[src/rtl/apb_master_bridge.sv]
// apb_master_bridge: turns a valid/ready command port into APB transfers
// (IDLE -> SETUP -> ACCESS) and returns a one-cycle response pulse.
// Optional feature macro: APB_MASTER_TIMEOUT_EN adds an ACCESS wait-state
// limit of TIMEOUT_CYCLES; the transfer is aborted with rsp_err=1 when it is hit.
module apb_master_bridge #(
    parameter int ADDR_W         = 32,
    parameter int DATA_W         = 32,
    parameter int TIMEOUT_CYCLES = 16
) (
    input  logic              pclk,
    input  logic              preset,
    input  logic              cmd_valid,
    output logic              cmd_ready,
    input  logic              cmd_write,
    input  logic [ADDR_W-1:0] cmd_addr,
    input  logic [DATA_W-1:0] cmd_wdata,
    output logic              rsp_valid,
    output logic [DATA_W-1:0] rsp_rdata,
    output logic              rsp_err,
    output logic              busy,
    output logic              psel,
    output logic              penable,
    output logic              pwrite,
    output logic [ADDR_W-1:0] paddr,
    output logic [DATA_W-1:0] pwdata,
    input  logic              pready,
    input  logic [DATA_W-1:0] prdata
);

    typedef enum logic [1:0] {
        ST_IDLE   = 2'd0,
        ST_SETUP  = 2'd1,
        ST_ACCESS = 2'd2
    } state_t;

    // The wait-state counter is 16 bits wide, which bounds the legal limit.
    if (TIMEOUT_CYCLES < 2 || TIMEOUT_CYCLES > 65535) begin : g_bad_timeout_cycles
        $error("apb_master_bridge: TIMEOUT_CYCLES must be in 2..65535");
    end

    state_t            state_q, state_d;
    logic              psel_q, psel_d;
    logic              penable_q, penable_d;
    logic              pwrite_q, pwrite_d;
    logic [ADDR_W-1:0] paddr_q, paddr_d;
    logic [DATA_W-1:0] pwdata_q, pwdata_d;
    logic              rsp_valid_q, rsp_valid_d;
    logic [DATA_W-1:0] rsp_rdata_q, rsp_rdata_d;
    logic              rsp_err_q, rsp_err_d;

    logic              cmd_accept;
    logic              xfer_done;
    logic              xfer_abort;

    assign cmd_accept = (state_q == ST_IDLE) && cmd_valid;
    assign xfer_done  = (state_q == ST_ACCESS) && pready;

`ifdef APB_MASTER_TIMEOUT_EN
    localparam logic [15:0] TMO_LAST = 16'(TIMEOUT_CYCLES - 1);

    logic [15:0] tmo_cnt_q, tmo_cnt_d;

    // Abort on the edge that ends the TIMEOUT_CYCLES-th wait cycle; a pready
    // arriving in that same cycle still completes normally.
    assign xfer_abort = (state_q == ST_ACCESS) && !pready && (tmo_cnt_q == TMO_LAST);

    // Wait-state counter: cleared while in SETUP (entry to ACCESS), counts stalled ACCESS cycles.
    always_comb begin
        tmo_cnt_d = tmo_cnt_q;
        if (state_q == ST_SETUP) begin
            tmo_cnt_d = 16'd0;
        end else if ((state_q == ST_ACCESS) && !pready) begin
            tmo_cnt_d = tmo_cnt_q + 16'd1;
        end
    end

    // Wait-state counter register.
    always_ff @(posedge pclk) begin
        if (preset) begin
            tmo_cnt_q <= 16'd0;
        end else begin
            tmo_cnt_q <= tmo_cnt_d;
        end
    end
`else
    assign xfer_abort = 1'b0;
`endif

    // State and output registers; everything returns to its idle value on reset.
    always_ff @(posedge pclk) begin
        if (preset) begin
            state_q     <= ST_IDLE;
            psel_q      <= 1'b0;
            penable_q   <= 1'b0;
            pwrite_q    <= 1'b0;
            paddr_q     <= '0;
            pwdata_q    <= '0;
            rsp_valid_q <= 1'b0;
            rsp_rdata_q <= '0;
            rsp_err_q   <= 1'b0;
        end else begin
            state_q     <= state_d;
            psel_q      <= psel_d;
            penable_q   <= penable_d;
            pwrite_q    <= pwrite_d;
            paddr_q     <= paddr_d;
            pwdata_q    <= pwdata_d;
            rsp_valid_q <= rsp_valid_d;
            rsp_rdata_q <= rsp_rdata_d;
            rsp_err_q   <= rsp_err_d;
        end
    end

    // Next-state logic: SETUP lasts one cycle, ACCESS ends on pready or abort.
    always_comb begin
        state_d = state_q;
        case (state_q)
            ST_IDLE:   if (cmd_accept) state_d = ST_SETUP;
            ST_SETUP:  state_d = ST_ACCESS;
            ST_ACCESS: if (xfer_done || xfer_abort) state_d = ST_IDLE;
            default:   state_d = ST_IDLE;
        endcase
    end

    // Output logic: APB strobes follow the next state so they are registered;
    // the command is captured at accept and held until the next accept.
    always_comb begin
        psel_d      = (state_d != ST_IDLE);
        penable_d   = (state_d == ST_ACCESS);
        pwrite_d    = pwrite_q;
        paddr_d     = paddr_q;
        pwdata_d    = pwdata_q;
        rsp_valid_d = xfer_done || xfer_abort;
        rsp_err_d   = xfer_abort;
        rsp_rdata_d = rsp_rdata_q;
        if (cmd_accept) begin
            pwrite_d = cmd_write;
            paddr_d  = cmd_addr;
            pwdata_d = cmd_wdata;
        end
        if (xfer_done) begin
            rsp_rdata_d = pwrite_q ? '0 : prdata;
        end else if (xfer_abort) begin
            rsp_rdata_d = '0;
        end
    end

    assign cmd_ready = (state_q == ST_IDLE);
    assign busy      = (state_q != ST_IDLE);
    assign psel      = psel_q;
    assign penable   = penable_q;
    assign pwrite    = pwrite_q;
    assign paddr     = paddr_q;
    assign pwdata    = pwdata_q;
    assign rsp_valid = rsp_valid_q;
    assign rsp_rdata = rsp_rdata_q;
    assign rsp_err   = rsp_err_q;

endmodule

[config.mk]
export PLATFORM = sky130hd
export DESIGN_NAME = apb_master_bridge
export DESIGN_NICKNAME = d
export VERILOG_FILES = /design/src/rtl/apb_master_bridge.sv
export SDC_FILE = /design/constraint.sdc
export NUM_CORES = 1
export LEC_CHECK = 0
export CAP_MARGIN = 10
export CORE_UTILIZATION = 55
export CTS_BUF_LIST = sky130_fd_sc_hd__clkbuf_4
export DETAILED_ROUTE_END_ITERATION = 10
export DONT_BUFFER_PORTS = 1
export PLACE_DENSITY = 0.81
export SYNTH_ARGS = -nofsm -noshare
export SYNTH_HDL_FRONTEND = slang
export SYNTH_SLANG_ARGS = --single-unit
[constraint.sdc]
create_clock -name pclk -period 1.1 [get_ports pclk]
set_input_delay 0.22 -clock pclk [delete_from_list [all_inputs] [get_ports pclk]]
set_output_delay 0.22 -clock pclk [all_outputs]
set_load 0.005 [all_outputs]
==> results of run 1 <==
cells by family after synthesis:
kind of cell	count (synthesis)
other cells	1
compound gates	3
mux	97
simple gates	202
flops	102
buf+inv	38
Yosys cell counts (all sizes together):
| cell type | count |
|---|---|
| nor2b | 1 |
| conb | 1 |
| buf | 15 |
| dfxtp | 102 |
| a31oi | 1 |
| clkbuf | 22 |
| a21oi | 2 |
| nand2b | 163 |
| nor2 | 2 |
| mux2i | 97 |
| or3b | 34 |
| inv | 1 |
| nor3b | 1 |
| and3b | 1 |
stage by stage:
| stage | setup WS [ps] | instances | utilization [%] |
|---|---|---|---|
| after detailed placement | -210 | 517 | 56.4 |
| after floorplan | -10.5 | 443 | - |
| after global placement | -128 | 517 | 56.4 |
==> metrics.csv, run 1 <==
stage,metric,value,unit
clocking,clock_sinks,102,
outcome,failed_stage,4_1_cts,
clocking,ctsResizeCount,28,
logic_synthesis,synth_top_family_by_area,simple AND/OR/NAND/NOR gates,
clocking,clk_root_buffer_cell,clkbuf_4,
floorplan,io_pins,204,
floorplan,die_h,93.6,um
logic_synthesis,postSynthAreaPerCell,10.4,um2
clocking,tritoncts.num_buffers,9,
floorplan,fp.dieW,93.6,um
floorplan,initial_utilization,56.4,%
logic_synthesis,yosys_warnings,0,
logic_synthesis,synth_cell_type_count,17,
logic_synthesis,ys_seq_area_share,44.3,%
floorplan,row_count,33,
place,dp_hpwl,5770,um
logic_synthesis,synthXorXnorAreaFrac,0,%
clocking,cts_setup_buffers,4,
place,io_buffers,0,
outcome,error,[ERROR RSZ-0060] Max buffer count reached.,
clocking,clk_path_buf_depth,2,
logic_synthesis,syn_inst,443,
outcome,status,did not finish,
logic_synthesis,yosys_register_bits,102,
place,place_congestion,0.699,
logic_synthesis,synthSimpleGateAreaFrac,29.3,%
clocking,cts_hold_buf,111,
logic_synthesis,yosysTopAreaCellShare,44.3,%
logic_synthesis,syn_nets,544,
clocking,htreeDepth,3,
logic_synthesis,netlist_area,4610,um2
place,place_area,4610,um2
logic_synthesis,synthMuxAreaShare,21.0,%
logic_synthesis,yosys.area.top_type,dfxtp_1,
logic_synthesis,synthAdderAreaFrac,0,%
logic_synthesis,ys_top_cells_by_area,"dfxtp_1 44%, nand2b_1 22%, mux2i_1 21%",
logic_synthesis,synth-compound-area-share,0.352,%
==> inputs of run 2 (changes only) <==
Settings changed: CORE_UTILIZATION 55 to 40, CTS_BUF_LIST sky130_fd_sc_hd__clkbuf_4 to not set, PLACE_DENSITY 0.81 to not set, PLACE_DENSITY_LB_ADDON set to 0.15.
Clock period 1.1 ns to 1.4 ns, I/O delays scaled along.
==> run 2 against run 1 <==
Net effect: the flow now finishes without violations; synthesized cell count unchanged; area after synthesis unchanged.
==> metrics.csv, run 2 <==
stage,metric,value,unit,change
setup_path,required,1120,ps,
floorplan,io_pins,204,,unchanged
setup_path,crit_buf_inv,1,,
detailed_routing,postRouteAntennaNets,0,,
floorplan,initial_utilization,41.8,%,was 56.4%
sta,setup_viol,0,,
clocking,cts_hold_buf,0,,was 111
grt,grt.overflow.total,0,,
clocking,tritoncts.num_buffers,9,,unchanged
setup_path,startpoint_type,register,,
logic_synthesis,yosys.area.top_type,dfxtp_1,,unchanged
clocking,clk_latency,340,ps,
hold_path,hp-class,in -> reg,,
layout,syn2layout_area_growth,9.22,%,
grt,grtUsageTotal,14.8,%,
layout,drive_above_1_share,7.13,%,
sta,setup_tns,0,ps,
detailed_routing,drcViolationCount,0,,
logic_synthesis,syn_inst,443,,unchanged
logic_synthesis,async_reset_ff_share,0,%,unchanged
detailed_routing,wl_met2,4260,um,
power,powerDensity,1240,nW/um2,
grt,antenna_found_initial,0,,
logic_synthesis,yosys_register_bits,102,,unchanged
detailed_routing,firstDrtPassIters,4,,
logic_synthesis,ys_top_cells_by_area,"dfxtp_1 44%, nand2b_1 22%, mux2i_1 21%",,unchanged
place,place_congestion,0.679,,was 0.699
grt,grt_pass1_vias,2663,,
sta,report.final.hold_viol_count,0,,
logic_synthesis,synthFlopType,dfxtp_1,,unchanged
sta,fmax,0.787,GHz,
setup_path,cp_slowest_cell,dfxtp_1,,
floorplan,coreArea,11000,um2,
power,leakagePower,1.88,nW,
setup_path,endpoint_kind,output pin,,
sta,rsz0062_at_grt,false,,
floorplan,fp.dieW,109,um,was 93.6 um
detailed_routing,wl_met3,965,um,
clocking,cts_tree,done,,
layout,final_area,5040,um2,
outcome,status,completed,,was did not finish
flow_run,cap_violations,0,,
clocking,clkTransAtPathRegs,70,ps,
logic_synthesis,synth-edff-count,0,,unchanged
setup_path,path_cells,nor2_2 > inv_1,,
floorplan,row_count,38,,was 33
setup_path,crit_family,flip-flops,,
sta,min_period_over_period,90.7,%,
logic_synthesis,yosysMostFrequentCell,nand2b_1,,unchanged
logic_synthesis,yosysTopAreaCellShare,44.3,%,unchanged
detailed_routing,avgViaCountPerCell,4.94,,
sta,slew_viol_final,0,,
grt,grt_max_degree,200,,
setup_path,cpPeakStageDelay,370,ps,
logic_synthesis,synth_cell_type_count,17,,unchanged
sta,post-route-min-period,1270,ps,
floorplan,die_h,109,um,was 93.6 um
logic_synthesis,synthTopCellsByCount,"163 x nand2b_1, 102 x dfxtp_1, 97 x mux2i_1",,unchanged
layout,fin_util,45.7,%,
floorplan,die-area,12000,um2,
place,dp_hpwl,6230,um,was 5770 um
power,ir_drop,0.000685,V,
layout,diodes,0,,
place,place_area,4710,um2,was 4610 um2
detailed_routing,drt-met1-wl,3790,um,
detailed_routing,wl_per_cell,15.9,um,
logic_synthesis,yosys_warnings,0,,unchanged
clocking,clk_path_buf_depth,2,,unchanged
clocking,clk_root_buffer_cell,clkbuf_16,,was clkbuf_4
setup_path,criticalPathCategory,reg -> out,,
clocking,clock_sinks,102,,unchanged
detailed_routing,top_layer_used,met4,,
setup_path,cp_max_fo,6,,
place,io_buffers,0,,unchanged
logic_synthesis,ys_seq_area_share,44.3,%,unchanged
layout,final_cell_mix,"163 x nand2b_1, 102 x dfxtp_1, 97 x mux2i_1",,
detailed_routing,drt_iter0_drc,150,,
layout,fin_nets,531,,
layout,final_common_cell,nand2b_1,,
clocking,htreeDepth,3,,unchanged
detailed_routing,dr_total_vias,2838,,
grt,grt_pass1_wl,13700,um,
setup_path,cp.arrival,990,ps,
logic_synthesis,postSynthAreaPerCell,10.4,um2,unchanged
detailed_routing,wirelength,9130,um,
logic_synthesis,syn_nets,544,,unchanged
sta,skew,11.0,ps,
logic_synthesis,netlist_area,4610,um2,unchanged
## run 2: worst paths after layout
kind	start	end	slack, ps	cells after the start
worst max register to register	state_q[1]$_SDFF_PP0_	pwdata[31]$_SDFFE_PP0P_	150	4
worst min register to register	paddr[28]$_SDFFE_PP0P_	paddr[28]$_SDFFE_PP0P_	490	2
worst max-delay path	state_q[1]$_SDFF_PP0_	busy	130	2
worst min-delay path	cmd_wdata[16]	pwdata[16]$_SDFFE_PP0P_	90	2
## run 2: metrics by stage
stage               instances  setup WS (ps)  power, mW  hold WS [ps]
finish                    575            130       6.23          86.2
global route              575           23.8       6.52          54.6
CTS                       571           51.9       6.31          10.4
detailed placement        555            104       3.84           368
global placement          555            158       3.82           376
floorplan                 443            272       3.75           435
## run 2: what timing repair did
item,4_1_cts,5_1_grt
setup endpoints to repair,0,3
gates resized for setup,0,1
buffers inserted,0,4
## run 2: layout make-up
cell class	count	area [um2]
multi-input cells	303	2350
inverters	1	3.75
repair buffers	13	173
clock inverters	5	60.1
clock buffers	11	233
fillers	1095	5990
flip-flops and latches	102	2040
well taps	140	175
## run 2: cell families (layout without fill, tap and decap cells)
group,after synthesis,in the layout,synth area share (%)
AND/OR/NAND/NOR,202,202,29.3
flip-flops,102,102,44.3
multiplexers,97,97,21.0
buffers and inverters,38,30,4.96
AO/OA/AOI/OAI,3,3,0.353
other,1,1,0.0813
## run 2: metal layers
layer	vias to the layer above	GRT usage, %
met1	1285	17.3
met4	0	6.00
met2	112	23.5
li1	1433	-
met5	-	0
met3	8	6.58
## run 2: where the power goes
part	internal [mW]	switching, mW
Combinational	0.345	0.220
Clock	1.39	1.07
Sequential	3.07	0.139
Total	4.80	1.43
(Power assumes the default switching activity.)
